--- src/rtl/approx_error_monitor.sv ---
// Error-metric engine for W x W approximate multipliers: accumulates error count,
// signed/absolute error distance, max error distance and fixed-point relative error.
module approx_error_monitor #(
    parameter int W           = 8,
    parameter int CNT_W       = 16,
    parameter int RE_FRAC     = 16,
    parameter int NUM_SAMPLES = 10000
) (
    input  logic                             clk,
    input  logic                             rst,
    input  logic                             start,
    input  logic                             in_valid,
    output logic                             in_ready,
    input  logic [W-1:0]                     a,
    input  logic [W-1:0]                     b,
    input  logic [2*W-1:0]                   p_apprx,
    output logic                             busy,
    output logic                             done,
    output logic [CNT_W-1:0]                 sample_count,
    output logic [CNT_W-1:0]                 err_count,
    output logic signed [2*W+CNT_W:0]        sum_ed,
    output logic [2*W+CNT_W-1:0]             sum_ed_abs,
    output logic [2*W-1:0]                   max_ed,
    output logic [2*W+RE_FRAC+CNT_W-1:0]     sum_re
);

    localparam int PW    = 2*W;
    localparam int N     = PW + RE_FRAC;
    localparam int ED_W  = PW + CNT_W + 1;
    localparam int RE_W  = PW + RE_FRAC + CNT_W;
    localparam int ABS_W = PW + CNT_W;
    localparam int IW    = $clog2(N);
    localparam logic [CNT_W-1:0] LAST_SAMPLE = CNT_W'(NUM_SAMPLES);
    localparam logic [IW-1:0]    LAST_ITER   = IW'(N-1);

    typedef enum logic [2:0] {IDLE, RUN, CALC, DIV, DONE} state_t;
    state_t state, state_next;

    logic [W-1:0]     a_r, b_r;
    logic [PW-1:0]    p_r;
    logic [N-1:0]     dvd, quo, quo_next;
    logic [PW-1:0]    dsr, rem, rem_sub;
    logic [IW-1:0]    iter;
    logic [PW:0]      trial;
    logic             q_bit;
    logic [PW-1:0]    exact, ed_abs;
    logic [ED_W-1:0]  ed_delta;
    logic [CNT_W-1:0] count_inc;
    logic             in_ready_d, busy_d, done_d;

    always_comb begin
        exact     = PW'(a_r) * PW'(b_r);
        ed_abs    = (exact >= p_r) ? exact - p_r : p_r - exact;
        ed_delta  = ED_W'(exact) - ED_W'(p_r);
        count_inc = sample_count + CNT_W'(1);
        // Restoring step: remainder always < divisor, so it fits in PW bits.
        trial     = {rem, dvd[N-1]};
        q_bit     = (trial >= {1'b0, dsr});
        rem_sub   = trial[PW-1:0] - dsr;
        quo_next  = {quo[N-2:0], q_bit};
    end

    always_ff @(posedge clk or posedge rst) begin
        if (rst) begin
            state    <= IDLE;
            in_ready <= 1'b0;
            busy     <= 1'b0;
            done     <= 1'b0;
        end else begin
            state    <= state_next;
            in_ready <= in_ready_d;
            busy     <= busy_d;
            done     <= done_d;
        end
    end

    always_comb begin
        state_next = state;
        unique case (state)
            IDLE:    if (start) state_next = RUN;
            RUN:     if (in_valid && in_ready) state_next = CALC;
            CALC: begin
                if (exact == '0 || ed_abs == '0)
                    state_next = (count_inc == LAST_SAMPLE) ? DONE : RUN;
                else
                    state_next = DIV;
            end
            DIV: begin
                if (iter == LAST_ITER)
                    state_next = (sample_count == LAST_SAMPLE) ? DONE : RUN;
            end
            DONE:    if (start) state_next = RUN;
            default: state_next = IDLE;
        endcase
    end

    always_comb begin
        in_ready_d = (state_next == RUN);
        busy_d     = (state_next == RUN) || (state_next == CALC) || (state_next == DIV);
        done_d     = (state_next == DONE);
    end

    always_ff @(posedge clk or posedge rst) begin
        if (rst) begin
            a_r          <= '0;
            b_r          <= '0;
            p_r          <= '0;
            dvd          <= '0;
            dsr          <= '0;
            rem          <= '0;
            quo          <= '0;
            iter         <= '0;
            sample_count <= '0;
            err_count    <= '0;
            sum_ed       <= '0;
            sum_ed_abs   <= '0;
            max_ed       <= '0;
            sum_re       <= '0;
        end else begin
            unique case (state)
                IDLE, DONE: begin
                    if (start) begin
                        sample_count <= '0;
                        err_count    <= '0;
                        sum_ed       <= '0;
                        sum_ed_abs   <= '0;
                        max_ed       <= '0;
                        sum_re       <= '0;
                    end
                end
                RUN: begin
                    if (in_valid && in_ready) begin
                        a_r <= a;
                        b_r <= b;
                        p_r <= p_apprx;
                    end
                end
                CALC: begin
                    sum_ed       <= sum_ed + $signed(ed_delta);
                    sum_ed_abs   <= sum_ed_abs + ABS_W'(ed_abs);
                    sample_count <= count_inc;
                    if (ed_abs != '0) err_count <= err_count + CNT_W'(1);
                    if (ed_abs > max_ed) max_ed <= ed_abs;
                    dvd  <= {ed_abs, {RE_FRAC{1'b0}}};
                    dsr  <= exact;
                    rem  <= '0;
                    quo  <= '0;
                    iter <= '0;
                end
                DIV: begin
                    dvd  <= {dvd[N-2:0], 1'b0};
                    rem  <= q_bit ? rem_sub : trial[PW-1:0];
                    quo  <= quo_next;
                    iter <= iter + IW'(1);
                    if (iter == LAST_ITER) sum_re <= sum_re + RE_W'(quo_next);
                end
                default: ;
            endcase
        end
    end

endmodule
--- config.mk ---
export PLATFORM = sky130hd
export DESIGN_NAME = approx_error_monitor
export DESIGN_NICKNAME = d
export VERILOG_FILES = /design/src/rtl/approx_error_monitor.sv
export SDC_FILE = /design/constraint.sdc
export NUM_CORES = 1
export LEC_CHECK = 0
export ABC_CLOCK_PERIOD_IN_PS = 21100
export CORE_MARGIN = 2
export CORE_UTILIZATION = 60
export DETAILED_ROUTE_END_ITERATION = 8
export PLACE_DENSITY = 0.83
export SETUP_SLACK_MARGIN = 0.1
export SLEW_MARGIN = 10
export SYNTH_ARGS = -nofsm -noshare
export SYNTH_HDL_FRONTEND = slang
export SYNTH_SLANG_ARGS = --single-unit
--- constraint.sdc ---
create_clock -name clk -period 21.1 [get_ports clk]
set_clock_uncertainty 0.1 [all_clocks]
set_input_delay 2.11 -clock clk [delete_from_list [all_inputs] [get_ports clk]]
set_output_delay 2.11 -clock clk [all_outputs]
set_load 0.01 [all_outputs]
==> flow_metrics.py <==
metrics = {
    "run": {
        "drv_cap": 0,
    },
    "global_routing": {
        "grt-ovfl-total": 0,
        "grt_pass1_wl_um": 86800,
        "antenna_found_initial": 0,
        "grt_pass1_vias": 17736,
        "grt_max_degree": 184,
        "grt_use_total_pct": 29.0,
    },
    "clocking": {
        "cts_buffers": 35,
        "cts_max_path_buffers": 3,
        "cts_tree": "yes",
        "hold_buffers": 0,
        "root_buffer": "clkbuf_16",
        "postCtsSetupBuffers": 0,
        "clock_latency_ps": 530,
        "cts_resized": 0,
        "cts_num_sinks": 283,
        "cts_max_level": 2,
        "clk_pin_slew_ps": 60,
    },
    "setup_path": {
        "crit_arrival_ps": 10530,
        "worst_path_most_repeated_cell": "o21a_1",
        "worstSetupPathType": "flip-flop to flip-flop",
        "worstPathMaxFanout": 18,
        "worst-endpoint-required_ps": 21410,
        "cp_slowest_stage_delay_ps": 650,
        "start_kind": "flip-flop",
        "critPathSlowestCell": "or2_1",
        "end_kind": "flip-flop",
    },
    "floorplanning": {
        "core_area_um2": 34300,
        "ioPinCount": 200,
        "die-area_um2": 36100,
        "row_count": 68,
        "die_width_um": 190,
        "initial_core_util_pct": 60.5,
        "die_y_um": 190,
    },
    "drt": {
        "num_vias": 18084,
        "routed_wl_um": 52300,
        "dr.pass1.iters": 6,
        "drt_iter0_markers": 1310,
        "viasPerCell": 6.01,
        "wire_per_inst_um": 17.4,
        "ant_nets": 0,
        "drc": 0,
    },
    "sta": {
        "finalSetupViolCount": 0,
        "worst_pin_slew_ps": 1150,
        "hold_ws_ps": 378,
        "rsz0062_at_grt": "no",
        "fin_crit_sh_pct": 48.5,
        "tns_ps": 0,
        "hold_viol_final": 0,
        "layout_min_cycle_time_ps": 10230,
        "slew_headroom_pct": 22.4,
        "finalMaxSlewViolations": 0,
        "fmax_mhz": 97.8,
    },
    "layout": {
        "fin_nets": 2791,
        "instances_no_fill": 3009,
        "utilization_pct": 70.7,
        "diodes": 0,
        "num-fill-cells": 2613,
        "area_delta_synth_final_pct": 16.9,
        "drive_gt1_share_pct": 5.25,
    },
    "yosys": {
        "synth_edf_count": 0,
        "yosys.area.top_type": "dfrtp_1",
        "synth_most_common_cell": "nand2_1",
        "synth_top_area_share_pct": 34.1,
        "synthFlopType": "dfrtp_1",
        "synth.top_cells.by_count": "nand2_1 (322), dfrtp_1 (283), o21ai_0 (221), ha_1 (185), inv_1 (161)",
        "synthTopCellsByArea": "dfrtp_1 (34%), ha_1 (11%), nand2_1 (5.8%), o21ai_0 (5.3%), fa_1 (4.0%)",
        "ys_warn_count": 0,
        "synth-async-reset-ratio_pct": 100,
        "synth_seq_cells": 283,
        "netlist_area_um2": 20700,
        "synthCells": 2367,
        "syn_avg_cell_area_um2": 8.77,
        "synthDistinctLibCells": 85,
        "ys_seq_area_share_pct": 34.1,
        "syn_nets": 2629,
    },
    "worst_hold_path": {
        "hold_path_class": "flip-flop to flip-flop",
    },
    "place": {
        "dp_hpwl_um": 37900,
        "gp_congestion": 0.928,
        "placedCellCount": 2947,
        "numPortBuffers": 199,
    },
    "status": {
        "outcome": "complete, no violations",
    },
}
==> logic make-up after synthesis <==
logic type      share of synthesized area (%)
flops                                    34.1
compound gates                           17.4
simple gates                             18.7
buf+inv                                  4.84
mux                                      4.10
xor+xnor                                 5.72
fa+ha+maj                                15.1
==> final cells by class <==
cell class / count / area (um^2) / area share (%)
Inverter: 164 / 623 / 2.57
Tap cell: 455 / 569 / 2.35
Multi-Input combinational cell: 1832 / 12700 / 52.4
Clock buffer: 51 / 1070 / 4.41
Clock inverter: 11 / 103 / 0.423
Sequential cell: 283 / 7080 / 29.2
Timing Repair Buffer: 213 / 2110 / 8.70
==> critical path, delay by kind of cell (launching register included) <==
| family | cells | cell delay [ps] |
|---|---|---|
| DFF | 1 | 470 |
| and+or+nand+nor | 7 | 1690 |
| muxes | 1 | 290 |
| buffers and inverters | 5 | 660 |
| adders and majority gates | 7 | 3190 |
| AOI/OAI and AO/OA | 15 | 3440 |
| xor gates and xnor gates | 1 | 300 |
==> final timing paths <==
check                                         start                         end  slack (ps)  cells after the start
worst max-delay path             a_r[1]$_DFFE_PP0P_       max_ed[7]$_DFFE_PP0P_       10870                     36
worst min-delay path            quo[30]$_DFFE_PP0P_         quo[30]$_DFFE_PP0P_         380                      2
worst max register to register   a_r[1]$_DFFE_PP0P_       max_ed[7]$_DFFE_PP0P_       10870                     36
worst min register to register  quo[30]$_DFFE_PP0P_         quo[30]$_DFFE_PP0P_         380                      2
max in group asynchronous                       rst          dsr[9]$_DFFE_PP0P_       17490                      3
min in group asynchronous                       rst  sum_ed_abs[27]$_DFFE_PP0P_        1980                      2
==> flip-flops by register name, summed over array words and instances (netlist names), 8 cells and up <==
register      flops
p_r              16
dsr              16
rem              16
dvd              16
err_count        16
b_r               8
sum_ed_abs       32
sum_ed           33
a_r               8
sample_count     16
sum_re           48
max_ed           16
quo              31
==> layer usage <==
metal	global-route usage, %	vias up	share of wire [%]	wire length [um]
li1	-	8595	-	-
met1	38.4	8802	43	22600
met2	48.7	562	48	25000
met3	4.33	125	5.6	2930
met4	9.90	0	3.3	1730
met5	0	-	0	0
==> per-stage QoR <==
step	cell area (um^2)	worst slack, ps
after global placement	23100	11390
after floorplan	20700	11080
final	24300	10870
after global routing	24300	10040
after CTS	24300	10900
after detailed placement	23100	10910
==> cell usage in the layout (no fill, tap or decap), drive strengths merged, types with 9 or more instances in the layout <==
cell type      synthesis  final
o21ai                227    227
or3                   10     10
o21a                  21     21
nand2                322    322
xor2                  67     67
o31ai                 23     23
o21bai                16     16
nor2b                 22     22
fa                    41     41
ha                   185    185
mux2i                 59     59
buf                   17     14
nand2b                30     30
o211ai                14     14
clkbuf                71     51
xnor2                 66     66
and2                  62     62
nor4                   9      9
a211oi                 9      9
nand3                103    103
nor2                 118    118
a21oi                126    126
a21o                  61     61
a22o                  13     13
a31oi                 20     20
mux2                  22     22
dfrtp                283    283
clkdlybuf4s50          0    199
nand4                 28     28
and3                  25     25
nor3                  38     38
inv                  164    166
Power is not shown: default switching activity piles up to over one toggle a cycle in this logic, so the estimate is an artifact.
